`src/rtl/mult_seq_8bits.sv`:
```
// Sequential 8x8 unsigned shift-and-add multiplier around the SomComp8bits ripple-carry adder.
// Optional build macro MULT_SEQ_ZERO_SKIP_EN: zero operands bypass CALC and finish in one cycle.

module SomComp8bits (
  output logic [7:0] S,
  output logic       Cout,
  input  logic [7:0] A,
  input  logic [7:0] B,
  input  logic       Cin
);
  logic [8:0] carry;

  always_comb begin
    carry[0] = Cin;
    S        = '0;
    for (int i = 0; i < 8; i++) begin
      S[i]       = A[i] ^ B[i] ^ carry[i];
      carry[i+1] = (A[i] & B[i]) | (carry[i] & (A[i] ^ B[i]));
    end
  end

  assign Cout = carry[8];
endmodule

// state | meaning
// IDLE  | waiting for start; P holds last product
// CALC  | eight add/shift iterations, busy=1
// DONE  | one-cycle done pulse, P just updated; start here chains the next operation
module mult_seq_8bits (
  input  logic        clk,
  input  logic        rst_n,
  input  logic        start,
  input  logic [7:0]  A,
  input  logic [7:0]  B,
  output logic [15:0] P,
  output logic        busy,
  output logic        done
);
  typedef enum logic [1:0] {ST_IDLE, ST_CALC, ST_DONE} state_t;

  state_t      state_q, state_d;
  logic [7:0]  m_q, m_d;
  logic [7:0]  acc_q, acc_d;
  logic [7:0]  q_q, q_d;
  logic        c_q, c_d;
  logic [3:0]  cnt_q, cnt_d;
  logic [15:0] p_q, p_d;

  logic [7:0]  sum;
  logic        cout;
  logic [7:0]  acc_add;
  logic        c_add;
  logic        load;

  SomComp8bits u_add (
    .S    (sum),
    .Cout (cout),
    .A    (acc_q),
    .B    (m_q),
    .Cin  (1'b0)
  );

  always_ff @(posedge clk or negedge rst_n) begin
    if (!rst_n) begin
      state_q <= ST_IDLE;
      m_q     <= '0;
      acc_q   <= '0;
      q_q     <= '0;
      c_q     <= 1'b0;
      cnt_q   <= '0;
      p_q     <= '0;
    end else begin
      state_q <= state_d;
      m_q     <= m_d;
      acc_q   <= acc_d;
      q_q     <= q_d;
      c_q     <= c_d;
      cnt_q   <= cnt_d;
      p_q     <= p_d;
    end
  end

  always_comb begin
    state_d = state_q;
    m_d     = m_q;
    acc_d   = acc_q;
    q_d     = q_q;
    c_d     = c_q;
    cnt_d   = cnt_q;
    p_d     = p_q;
    busy    = 1'b0;
    done    = 1'b0;
    load    = 1'b0;
    acc_add = acc_q;
    c_add   = 1'b0;

    case (state_q)
      ST_IDLE: begin
        load = start;
      end
      ST_CALC: begin
        busy = 1'b1;
        if (q_q[0]) begin
          acc_add = sum;
          c_add   = cout;
        end
        // Shift uses the post-add carry/accumulator so add and shift share one edge.
        {c_d, acc_d, q_d} = {c_add, acc_add, q_q} >> 1;
        cnt_d = cnt_q + 4'd1;
        if (cnt_q == 4'd7) begin
          p_d     = {acc_d, q_d};
          state_d = ST_DONE;
        end
      end
      ST_DONE: begin
        done    = 1'b1;
        load    = start;
        state_d = ST_IDLE;
      end
      default: state_d = ST_IDLE;
    endcase

    if (load) begin
      m_d     = A;
      q_d     = B;
      acc_d   = '0;
      c_d     = 1'b0;
      cnt_d   = '0;
      state_d = ST_CALC;
`ifdef MULT_SEQ_ZERO_SKIP_EN
      if ((A == 8'd0) || (B == 8'd0)) begin
        p_d     = '0;
        state_d = ST_DONE;
      end
`else
`endif
    end
  end

  assign P = p_q;
endmodule

```
`config.mk`:
```
export PLATFORM = sky130hd
export DESIGN_NAME = mult_seq_8bits
export DESIGN_NICKNAME = d
export VERILOG_FILES = /design/src/rtl/mult_seq_8bits.sv
export SDC_FILE = /design/constraint.sdc
export NUM_CORES = 1
export LEC_CHECK = 0
export ABC_AREA = 1
export BUFFER_PORTS_ARGS = -buffer_cell sky130_fd_sc_hd__buf_2
export CORE_MARGIN = 2
export CORE_UTILIZATION = 45
export DETAILED_ROUTE_END_ITERATION = 6
export PLACE_DENSITY_LB_ADDON = 0.15
export SYNTH_ARGS = -nofsm -noshare
export SYNTH_HDL_FRONTEND = slang
export SYNTH_SLANG_ARGS = --single-unit
```
`constraint.sdc`:
```
create_clock -name clk -period 3.83 [get_ports clk]
set_input_delay 0 -clock clk [delete_from_list [all_inputs] [get_ports clk]]
set_output_delay 0 -clock clk [all_outputs]
set_load 0.01 [all_outputs]
```
Word-level counts from Yosys, hierarchy flattened
Index checks and enable logic that the tools add are counted.
{ "totals": {"regBits": 46, "in_bits": 19, "out_inout_bits": 18, "wordCells": 68} }
{ "classes": {"addsub": 1, "eq_ne": 5, "n_mux": 14, "bitwise_logic": 37, "reduce_logical": 5} }
{ "ops": {"columns": ["operator", "count"], "rows": [
  ["8-bit two-way mux", 5],
  ["1-bit bitwise AND", 15],
  ["1-bit bitwise XOR", 15],
  ["4-bit two-way mux", 2],
  ["1-bit bitwise OR", 7],
  ["4-bit by 1-bit adder with 4-bit output (second input constant)", 1],
  ["4-bit by 3-bit equality test with 1-bit output (second input constant)", 1],
  ["1-bit two-way mux", 4],
  ["2-bit two-way mux", 2],
  ["2-bit one-hot mux with 2 select lines", 1],
  ["2-bit AND reduction", 2],
  ["3-bit inequality test (second input constant)", 1],
  ["2-bit by 1-bit equality test with 1-bit output (second input constant)", 1],
  ["2-bit equality test (second input constant)", 1],
  ["2-bit logical NOT", 1],
  ["2-bit inequality test (second input constant)", 1],
  ["2-bit nonzero test", 1],
  ["2-bit OR reduction", 1]
]} }

Longest topological paths before layout
Gate-level depths: netlist of the first run.
{ "depth": {"ltp_word": 18, "mapped_depth": 14, "mapped_depth_nobuf": 14} }

By module
A second synthesis of the first run with hierarchy kept.
{ "hier_totals": {"cells_unflattened": 262, "area_unflattened_um2": 2213.4} }
{ "by_module_without_submodules": {"columns": ["module", "n_inst", "cells_per_inst", "area_each_um2", "seq_area_each_um2"], "rows": [
  ["mult_seq_8bits", 1, 244, 2015.7, 1151.1],
  ["SomComp8bits", 1, 18, 197.7, 0.0]
]} }

Worst setup path before layout of the first run
No wires, ideal clock.
{ "synth_timing": {"kind": "register to register", "startpoint": "register m_q[0]", "endpoint": "register acc_q[6]", "setup_time_ns": 0.119, "arrival_time_ns": 3.264, "required_ns": 3.711, "slack_ns": 0.447, "path_stages_with_launch": 15, "n_path_buf": 0, "period_less_slack_ns": 3.383, "path_cell_list": "dfrtp_1 > ha_1 > fa_1 > inv_1 > fa_1 > fa_1 > fa_1 > fa_1 > fa_1 > inv_1 > fa_1 > nand2_1 > o21ai_0 > nand2_1 > o21ai_2"} }
{ "synth_between": {"elab_chain_len": 17} }
{ "synth_lines": {"columns": ["element", "line", "source"], "rows": [
  ["start: declaration", "42", "logic [7:0] m_q, m_d;"],
  ["start signal: assignment", "74", "m_q <= m_d;"],
  ["1-bit bitwise AND (2 in a row)", "18", "carry[i+1] = (A[i] & B[i]) | (carry[i] & (A[i] ^ B[i]));"],
  ["1-bit bitwise OR", "18", null],
  ["1-bit bitwise AND", "18", null],
  ["1-bit bitwise OR", "18", null],
  ["1-bit bitwise AND", "18", null],
  ["1-bit bitwise OR", "18", null],
  ["1-bit bitwise AND", "18", null],
  ["1-bit bitwise OR", "18", null],
  ["1-bit bitwise AND", "18", null],
  ["1-bit bitwise OR", "18", null],
  ["1-bit bitwise AND", "18", null],
  ["1-bit bitwise OR", "18", null],
  ["1-bit bitwise XOR", "17", "S[i] = A[i] ^ B[i] ^ carry[i];"],
  ["8-bit two-way mux", "103", "if (q_q[0]) begin"],
  ["8-bit two-way mux", "97", "case (state_q)"],
  ["8-bit two-way mux", "123", "if (load) begin"],
  ["end signal: assignment", "67", "acc_q <= '0;"],
  ["end signal: assignment", "75", "acc_q <= acc_d;"],
  ["end: declaration", "43", "logic [7:0] acc_q, acc_d;"]
]} }
No other way between the ends. The select of a mux whose other input is x is not followed.
A chain may end at the register's enable or synchronous reset.

Worst setup path in the final report of the first run
Same ends and word-level chain as after synthesis.

==> summary.md, run 1 <==
| Metric | Value |
|---|---|
| Status | finished, final reports clean |
| Area grow syn2layout | 20.5% |
| Synth unique cells | 22 |
| RSZ-0062 raised after global routing | false |
| Fmax | 285 MHz |
| Hold WS | 170 ps |
| Clk pwr share | 14.8% |
| Postcts setup bufs | 0 |
| Netlist Area Pre-Place | 2200 sq um |
| Max VDD drop | 0.000380 V |
| Synth area leaders | dfrtp_1 (52%), nand2_1 (19%), fa_1 (6.4%), inv_1 (3.9%), o21ai_0 (2.5%) |
| FP Rows | 25 |
| Yosys warns | 0 |
| Combinational Power Share | 43.8% |
| Antenna violations before repair | 0 |
| Largest net degree at the start of global routing | 47 |
| FF-to-FF setup slack | 320 ps |
| Total of max-cap violations | 0 |
| Slew margin rel. | 32.7% |
| Final instance area | 2650 sq um |
| Via total after detailed routing | 1660 |
| Routed len/inst | 11.3 microns |
| Syn avg cell area | 8.80 sq um |
| Initial core utilization | 46.6% |
| Diodes inserted | 0 |
| Clk_lat worst skew | 300 ps |
| Setup tns final | 0 ps |
| Leak | 0.00139 uW |
| GP Congestion | 0.788 |
| Reg power frac | 41.4% |
| Detailed placer's ending HPWL | 2840 microns |
| Crit Path Class | register to register |
| Initial DRC count | 78 |
| Placed Instance Area | 2390 sq um |
| Core area | 4720 sq um |
| Final Net Count | 330 |
| DRC errors left | 0 |
| Reg-to-Reg End | acc_q[6] |
| Tmin final | 3510 ps |
| Dpl cells | 345 |
| H-tree levels | 2 |
| Vias in the first global route | 1492 |
| CP Capture Type | register |
| Clock root buffer | clkbuf_8 |
| CTS Sinks | 46 |
| Die height | 73.9 microns |
| Layout fillers | 447 |
| Num CTS Buffers | 5 |
| Cells after Synth | 250 |
| PortBufs | 36 |
| Hold Vio Cnt, Final | 0 |
| # hold bufs at CTS | 17 |
| Sw Share | 41.9% |
| Synth top area share | 52.3% |
| Final cell count without fillers | 370 |
| Aggregate global-route resource usage | 17.1% |
| Power Density | 773 nW/um^2 |
| Setup violations, final | 0 |
| Worst R2R Path Depth | 14 |
| Post-synth top area cell | dfrtp_1 |
| Tightest Hold Check Type | input pin to register |
| R2r startpoint | m_q[0] |
| Tcrit/Tclk final | 91.7% |
| Internal Power | 1190 uW |
| Layout cells sized above 1 | 19.8% |
| Global route total overflow | 0 |
| CP arrival | 3690 ps |
| I/O Pins | 37 |
| Net Switching | 858 uW |
| Worst-Margin Slew | 1010 ps |
| CTS Buffer Depth | 2 |
| Skew final | 10.6 ps |
| Die width | 73.9 microns |
| Last element of the critical path | acc_q[6] |
| Syn nets | 278 |
| Critical Path Source Type | register |
| First-pass iteration count of the detailed router | 4 |
| Slew Limit Fails | 0 |
| TritonCTS clock tree | done |
| Synth Register Bits | 46 |
| Post-route ant nets | 0 |
| CP Launch Point | m_q[0] |
| Clock slew at reported path FFs | 90 ps |
| Worst-path fanout max | 2 |
| First-pass GRT wire length | 6970 microns |
| WP data required | 4010 ps |
| Total Wirelength | 4170 microns |
| Routed vias/inst | 4.49 |
| Die footprint | 5470 sq um |
| Post-synthesis sequential area ratio | 52.3% |
| CTS-repair resized insts | 0 |
-- power by group through the flow --
stage / clock [uW] / sequential, uW / combinational, uW
2_1_floorplan: 0 / 866 / 669
3_3_place_gp: 0 / 850 / 887
3_5_place_dp: 0 / 858 / 898
4_1_cts: 315 / 849 / 916
5_1_grt: 333 / 876 / 1040
6_report: 304 / 848 / 897
-- sequential cells by signal, summed over array words and instances (netlist names) --
| register | flops |
|---|---|
| P | 16 |
| acc_q | 8 |
| m_q | 8 |
| q_q | 8 |
| cnt_q | 4 |
| state_q | 2 |
-- cells by family (layout without fill, tap and decap cells) --
logic type	after synthesis	count (layout)	synth area share, %
adders and majority gates	9	9	7.50
buffers and inverters	35	88	8.02
DFF	46	46	52.3
and+or+nand+nor	134	134	25.4
AOI/OAI and AO/OA	26	26	6.82
-- synth_stat cells, drive strengths merged --
cell type / instances
buf: 8
ha: 2
nand3: 9
o21ai: 24
nand3b: 1
inv: 27
dfrtp: 46
o22ai: 1
nor2: 6
fa: 7
a21oi: 1
nand2: 118
-- critical path, cell delays in order (launching register included) --
cell and delay [ps]:
dfrtp_1 360, ha_1 160, fa_1 160, inv_1 50, fa_1 370, fa_1 380, fa_1 380, fa_1 380
fa_1 360, inv_1 70, fa_1 410, nand2_1 70, o21ai_0 100, nand2_1 90, o21ai_2 50
-- through the flow --
| stage | setup slack, ps | utilization, % | power [uW] |
|---|---|---|---|
| CTS | 304 | 56.1 | 2080 |
| detailed placement | 326 | 50.6 | 1760 |
| floorplan | 447 | - | 1530 |
| finish | 317 | 56.1 | 2050 |
| global placement | 360 | 50.6 | 1740 |
| global route | 168 | 56.1 | 2250 |
-- layout by cell type (no fill, tap or decap), drive strengths merged --
| cell | netlist | layout |
|---|---|---|
| nand3b | 1 | 1 |
| ha | 2 | 2 |
| fa | 7 | 7 |
| buf | 8 | 36 |
| clkbuf | 0 | 7 |
| a21oi | 1 | 1 |
| clkinv | 0 | 1 |
| dfrtp | 46 | 46 |
| inv | 27 | 27 |
| dlygate4sd3 | 0 | 17 |
| nor2 | 6 | 6 |
| nand3 | 9 | 9 |
| o22ai | 1 | 1 |
| nand2 | 118 | 118 |
| o21ai | 24 | 24 |
-- layer usage --
metal | wire length, microns | track usage, % | share of wire, % | vias to the layer above
met3 | 157 | 4.07 | 3.8 | 7
met5 | 0 | 0 | 0 | -
li1 | - | - | - | 875
met4 | 58 | 5.45 | 1.4 | 0
met1 | 2030 | 24.1 | 49 | 748
met2 | 1920 | 26.4 | 46 | 30
-- worst min-delay path by stage --
stage / from / end / slack (ps) / depth (start not counted)
6_report: start / state_q[0] / 170 / 3
3_5_place_dp: A[7] / m_q[7] / 200 / 3
3_3_place_gp: A[7] / m_q[7] / 200 / 3
5_1_grt: start / state_q[0] / 190 / 3
4_1_cts: start / state_q[0] / 160 / 3
2_1_floorplan: rst_n / P[0] / -300 / 0
-- layout make-up --
| class | instances | area [sq um] | share of cell area, % |
|---|---|---|---|
| Clock inverter | 1 | 5.00 | 0.189 |
| Tap cell | 67 | 83.8 | 3.16 |
| Inverter | 27 | 101 | 3.82 |
| Timing Repair Buffer | 53 | 350 | 13.2 |
| Sequential cell | 46 | 1150 | 43.4 |
| Multi-Input combinational cell | 169 | 873 | 32.9 |
| Clock buffer | 7 | 86.3 | 3.26 |
No activity file was read; power rests on OpenSTA's default activity.
==> run 2: changes to the inputs <==
clock period = 3.3 ns   (was 3.83 ns; I/O delays follow)
==> run 2 against run 1 <==
Compared with the run above: the flow now finishes with violations (negative setup slack); critical path depth stayed put; worst setup slack worse by 350 ps; maximum frequency is 5.5% higher; largest power group unchanged; clock skew is 4.5 ps lower; core utilization is 1.2 points higher; die area stayed put; critical path type unchanged; sequential power is 16% higher.
==> summary.md, run 2 (same netlist as run 1, synthesis figures left out) <==
| Metric | Value |
|---|---|
| Status | finished with violations |
| Violated checks | negative setup slack |
| FP Rows | 25 (unchanged) |
| Met1 Resource Use GR | 24.3% (+0.18 points) |
| I/O Pins | 37 (unchanged) |
| Clk pwr share | 16.9% (+2.1 points) |
| Setup violations, final | 2 (+2) |
| Max VDD drop | 0.000424 V (+12%) |
| Reg power frac | 39.4% (-2.0 points) |
| Die footprint | 5470 sq um (unchanged) |
| Num CTS Buffers | 5 (unchanged) |
| CP max-delay cell | fa_1 |
| Slew margin rel. | 32.1% (-0.56 points) |
| Fin util | 57.4% (+1.2 points) |
| Pre-CTS setup slack | -132 ps (-458 ps) |
| Total of max-cap violations | 0 (unchanged) |
| Worst path most repeated cell | fa_2 |
| Aggregate global-route resource usage | 18.1% (+0.99 points) |
| PortBufs | 36 (unchanged) |
| Routed len/inst | 11.8 microns (+4.8%) |
| Global route total overflow | 0 (unchanged) |
| First-pass GRT wire length | 7400 microns (+6.2%) |
| Tcrit/Tclk final | 101% (+9.1 points) |
| Fmax | 300 MHz (+5.5%) |
| CTS Buffer Depth | 2 (unchanged) |
| GP Congestion | 0.797 (+1.1%) |
| Internal Power | 1480 uW (+25%) |
| Combinational Power Share | 43.7% (about the same) |
| H-tree levels | 2 (unchanged) |
| Final Net Count | 332 (+0.61%) |
| RSZ-0062 raised after global routing | true |
| Setup ws final | -28.4 ps (-346 ps) |
| Initial DRC count | 109 (+40%) |
| Die width | 73.9 microns (unchanged) |
| Total Wirelength | 4380 microns (+5.1%) |
| Core area | 4720 sq um (unchanged) |
| WP data required | 3490 ps (-520 ps) |
| Global routing's busiest layer | met2 |
| Hold Vio Cnt, Final | 0 (unchanged) |
| Critical path cell sequence | ha_2, fa_2, inv_2, fa_2, fa_2, fa_2, fa_2, fa_2, inv_2, fa_1, nand2_1, o21ai_2, nand2_1, o21ai_2 |
| Worst-path fanout max | 2 (unchanged) |
| Skew final | 6.12 ps (-4.48 ps) |
| Slew Limit Fails | 0 (unchanged) |
| Most common cell after layout, fill and taps aside | nand2_1 |
| Clock root buffer | clkbuf_8 |
| Layout cells sized above 1 | 23.7% (+3.9 points) |
| Tightest Hold Check Type | input pin to register |
| GRT met2 Usage | 29.3% (+2.9 points) |
| Leak | 0.00140 uW (+1.1%) |
| Area grow syn2layout | 23.1% |
| Critical Path Source Type | register |
| Clk_lat worst skew | 290 ps (about the same) |
| Power Density | 925 nW/um^2 (+20%) |
| Sw Share | 40.8% (-1.1 points) |
| CTS Sinks | 46 (unchanged) |
| Vias in the first global route | 1575 (+5.6%) |
| Post-route ant nets | 0 (unchanged) |
| Routed vias/inst | 4.49 (about the same) |
| Setup tns final | -42.9 ps (-42.9 ps) |
| Initial core utilization | 46.6% (unchanged) |
| Diodes inserted | 0 (unchanged) |
| Placed Instance Area | 2400 sq um (+0.31%) |
| Met3 global-route usage | 4.88% (+0.81 points) |
| Net Switching | 1020 uW (+19%) |
| CP arrival | 3510 ps (-180 ps) |
| Worst-Margin Slew | 1020 ps (+8.45 ps) |
| Die height | 73.9 microns (unchanged) |
| Final instance area | 2710 sq um (+2.2%) |
| Tmin final | 3330 ps (-184 ps) |
| Via total after detailed routing | 1665 (+0.30%) |
| Max reg flops | 16 (unchanged) |
| DRC errors left | 0 (unchanged) |
| Dpl cells | 345 (unchanged) |
| Antenna violations before repair | 0 (unchanged) |
| Clock slew at reported path FFs | 80 ps (about the same) |
| Crit-path max cell delay | 400 ps (about the same) |
| Most frequent cells in the layout | nand2_1 (114), dfrtp_1 (46), buf_2 (36), inv_1 (21), dlygate4sd3_1 (17) |
| Crit Path Class | register to register |
| First-pass iteration count of the detailed router | 4 (unchanged) |
| TritonCTS clock tree | done |
| Largest net degree at the start of global routing | 47 (unchanged) |
| Detailed placer's ending HPWL | 2880 microns (+1.3%) |
| Final cell count without fillers | 371 (+0.27%) |
| CP Capture Type | register |
| Layout fillers | 445 (-0.45%) |
==> run 2: final timing paths <==
check                      startpoint          to  slack [ps]  depth (start not counted)
setup / recovery               m_q[0]    acc_q[6]         -30                         14
hold / removal                  start  state_q[0]         160                          3
setup reg to reg               m_q[0]    acc_q[6]         -30                         14
hold reg to reg                 P[12]       P[12]         470                          2
max in group asynchronous       rst_n      q_q[6]        2260                          2
min in group asynchronous       rst_n    cnt_q[0]         420                          2
==> run 2: per-stage QoR <==
step           power [uW]  hold slack (ps)
4_1_cts              2530              157
3_5_place_dp         2060              204
5_1_grt              2750              173
6_report             2510              163
3_3_place_gp         2020              196
2_1_floorplan        1790             -296
==> run 2: routing by layer <==
layer,part of all wire (%),vias to the layer above,routed length (microns)
li1,-,870,-
met1,49,769,2160
met2,47,20,2050
met3,2.6,6,115
met4,1.2,0,51
met5,0,-,0
==> run 2: final cells by class <==
cell class	instances	area [sq um]	share of cell area (%)
Clock inverter	1	30.0	1.11
Tap cell	67	83.8	3.09
Timing Repair Buffer	55	365	13.5
Sequential cell	46	1150	42.5
Inverter	27	101	3.74
Multi-Input combinational cell	169	895	33.0
Clock buffer	6	82.6	3.05
==> run 2: what timing repair did <==
item | CTS | global route
setup endpoints to repair | 2 | 2
gates cloned | 0 | 0
resized for setup | 8 | 0
setup buffers | 1 | 1
hold endpoints to repair | 62 | 0
hold buffers | 17 | 0
==> run 2: power groups by stage <==
stage	combinational (uW)	sequential [uW]	clock, uW
after floorplan	783	1010	0
after global placement	1040	987	0
after detailed placement	1060	996	0
after CTS	1110	987	441
after global routing	1270	1020	461
final	1100	987	424
==> run 2: critical path, delay by kind of cell, from the launching register on <==
family / cells / cell delay [ps]
AOI/OAI and AO/OA: 2 / 110
DFF: 1 / 380
and+or+nand+nor: 2 / 170
adders and majority gates: 8 / 2470
buffers and inverters: 2 / 100
==> run 3: changes to the inputs <==
CORE_UTILIZATION = 55   (was 45)
==> run 3 against run 2 <==
Compared with the run above: the run still ends with negative setup slack left; clock skew up 6.6 ps; sequential power is essentially flat; global-route usage is 4.3 points higher; worst setup slack improved by 14 ps; maximum frequency is 0.42% higher; via count grew 0.66%; combinational power about the same; count of clock-buffer cells in the layout is 1 lower; core utilization up 13 points; sequential share of layout area rose by 1.0 points; critical endpoint unchanged.
==> summary.md, run 3 (same netlist as run 1, synthesis figures left out) <==
| Metric | Value |
|---|---|
| Status | finished with violations |
| Violated checks | negative setup slack |
| WP data required | 3490 ps (about the same) |
| First-pass iteration count of the detailed router | 4 (unchanged) |
| Detailed placer's ending HPWL | 2750 microns (-4.2%) |
| Setup ws final | -14.6 ps (+13.8 ps) |
| Layout fillers | 317 (-29%) |
| Clk_lat worst skew | 310 ps (+20 ps) |
| Aggregate global-route resource usage | 22.4% (+4.3 points) |
| Most common cell after layout, fill and taps aside | nand2_1 |
| Crit Path Class | register to register |
| Setup tns final | -14.6 ps (+28.4 ps) |
| Clock root buffer | clkbuf_8 |
| Vias in the first global route | 1586 (+0.70%) |
| H-tree levels | 2 (unchanged) |
| Antenna violations before repair | 0 (unchanged) |
| Via total after detailed routing | 1676 (+0.66%) |
| TritonCTS clock tree | done |
| First-pass GRT wire length | 7290 microns (-1.5%) |
| Setup violations, final | 1 (-1) |
| Fin util | 70.7% (+13 points) |
| WL met3 | 194 microns (+69%) |
| Leak | 0.00138 uW (-1.5%) |
| Initial core utilization | 58.8% (+12 points) |
| DRC errors left | 0 (unchanged) |
| Met1 wire length | 2070 microns (-4.0%) |
| Total of max-cap violations | 0 (unchanged) |
| Post-layout power | 2410 uW (-3.9%) |
| I/O Pins | 37 (unchanged) |
| Hold Vio Cnt, Final | 0 (unchanged) |
| CTS Buffer Depth | 2 (unchanged) |
| CTS Sinks | 46 (unchanged) |
| RSZ-0062 raised after global routing | true |
| Final instance area | 2650 sq um (-2.4%) |
| Power Density | 911 nW/um^2 (-1.5%) |
| Hold WS | 153 ps (-9.67 ps) |
| Die footprint | 4520 sq um (-17%) |
| FP Rows | 22 (-12%) |
| Met2 wire len | 1980 microns (-3.5%) |
| Total Wirelength | 4320 microns (-1.4%) |
| Most frequent cells in the layout | nand2_1 (114), dfrtp_1 (46), buf_2 (36), inv_1 (22), dlygate4sd3_1 (17) |
| Max reg flops | 16 (unchanged) |
| Final Net Count | 330 (-0.60%) |
| Highest routing layer actually used | met4 |
| Slew margin rel. | 34.0% (+1.9 points) |
| Skew final | 12.7 ps (+6.59 ps) |
| Tightest Hold Check Type | input pin to register |
| Diodes inserted | 0 (unchanged) |
| Die height | 67.3 microns (-9.0%) |
| Layout cells sized above 1 | 22.8% (-0.91 points) |
| PortBufs | 36 (unchanged) |
| Core area | 3740 sq um (-21%) |
| Initial DRC count | 133 (+22%) |
| Num CTS Buffers | 5 (unchanged) |
| GP Congestion | 0.785 (-1.4%) |
| Global route total overflow | 0 (unchanged) |
| Tmin final | 3310 ps (-13.8 ps) |
| Clock slew at reported path FFs | 90 ps (about the same) |
| Worst-path fanout max | 2 (unchanged) |
| Routed vias/inst | 4.77 (+6.4%) |
| Max VDD drop | 0.000612 V (+44%) |
| Post-route ant nets | 0 (unchanged) |
| CP Capture Type | register |
| Postcts setup bufs | 0 (-1) |
| Critical Path Source Type | register |
| Worst-Margin Slew | 990 ps (-28.1 ps) |
| Tcrit/Tclk final | 100% (-0.42 points) |
| Fmax | 302 MHz (+0.42%) |
| CP arrival | 3510 ps (about the same) |
| Die width | 67.3 microns (-9.0%) |
| Largest net degree at the start of global routing | 47 (unchanged) |
| Placed Instance Area | 2370 sq um (-0.99%) |
| Area grow syn2layout | 20.2% |
| Slew Limit Fails | 0 (unchanged) |
| Routed len/inst | 12.3 microns (+4.2%) |
run 3: cell count changes in the layout (fill, tap and decap cells not counted), sizes merged:
cell / previous run / this run
bufinv: 1 / 0
clkinvlp: 0 / 1
clkbuf: 6 / 5
clkinv: 0 / 2
buf: 38 / 36
run 3: layout make-up:
cell class | instances | area, sq um | share of cell area, %
sequential | 46 | 1150 | 43.5
multi-input combinational | 169 | 892 | 33.7
timing repair buffer | 53 | 350 | 13.2
inverter | 27 | 101 | 3.83
clock buffer | 5 | 68.8 | 2.60
tap | 48 | 60.1 | 2.27
clock inverter | 3 | 21.3 | 0.804
run 3: final timing paths:
| kind | from | cells past startpoint | endpoint | slack, ps |
|---|---|---|---|---|
| max | m_q[0] | 14 | acc_q[6] | -10 |
| min | start | 3 | state_q[0] | 150 |
| max reg2reg | m_q[0] | 14 | acc_q[6] | -10 |
| min reg2reg | P[12] | 2 | P[12] | 480 |
| max in group asynchronous | rst_n | 2 | acc_q[6] | 2290 |
| min in group asynchronous | rst_n | 2 | acc_q[7] | 390 |
run 3: stage by stage:
stage,worst slack (ps),std cells
after floorplan,35.5,250
after global placement,-36.5,326
after detailed placement,-104,326
after CTS,-37.1,351
after global routing,-155,351
final,-14.6,351
run 3: critical path, cell delays in order, from the launching register on:
cell     delay [ps]
dfrtp_1         360
ha_2            180
fa_1            150
inv_1            50
fa_2            330
fa_2            340
fa_2            340
fa_2            340
fa_2            340
inv_2            60
fa_1            410
nand2_1         100
o21ai_2          60
nand2_1          80
o21ai_2          50
run 3: what timing repair did:
| item | in CTS | in global routing |
|---|---|---|
| gates resized for setup | 5 | 1 |
| hold buffers | 17 | 0 |
| setup endpoints to repair | 2 | 2 |
| pin swaps | 1 | 1 |
| endpoints found under the hold margin | 62 | 0 |
run 3: where the power goes:
| group | switching (uW) | internal [uW] | total (uW) |
|---|---|---|---|
| clock | 197 | 149 | 346 |
| sequential | 166 | 822 | 988 |
| combinational | 670 | 405 | 1080 |
| total | 1030 | 1380 | 2410 |
run 3: per-layer routing:
metal | vias to the layer above | track usage (%)
li1 | 869 | -
met1 | 759 | 30.7
met2 | 43 | 34.5
met3 | 5 | 6.17
met4 | 0 | 7.91
met5 | - | 0
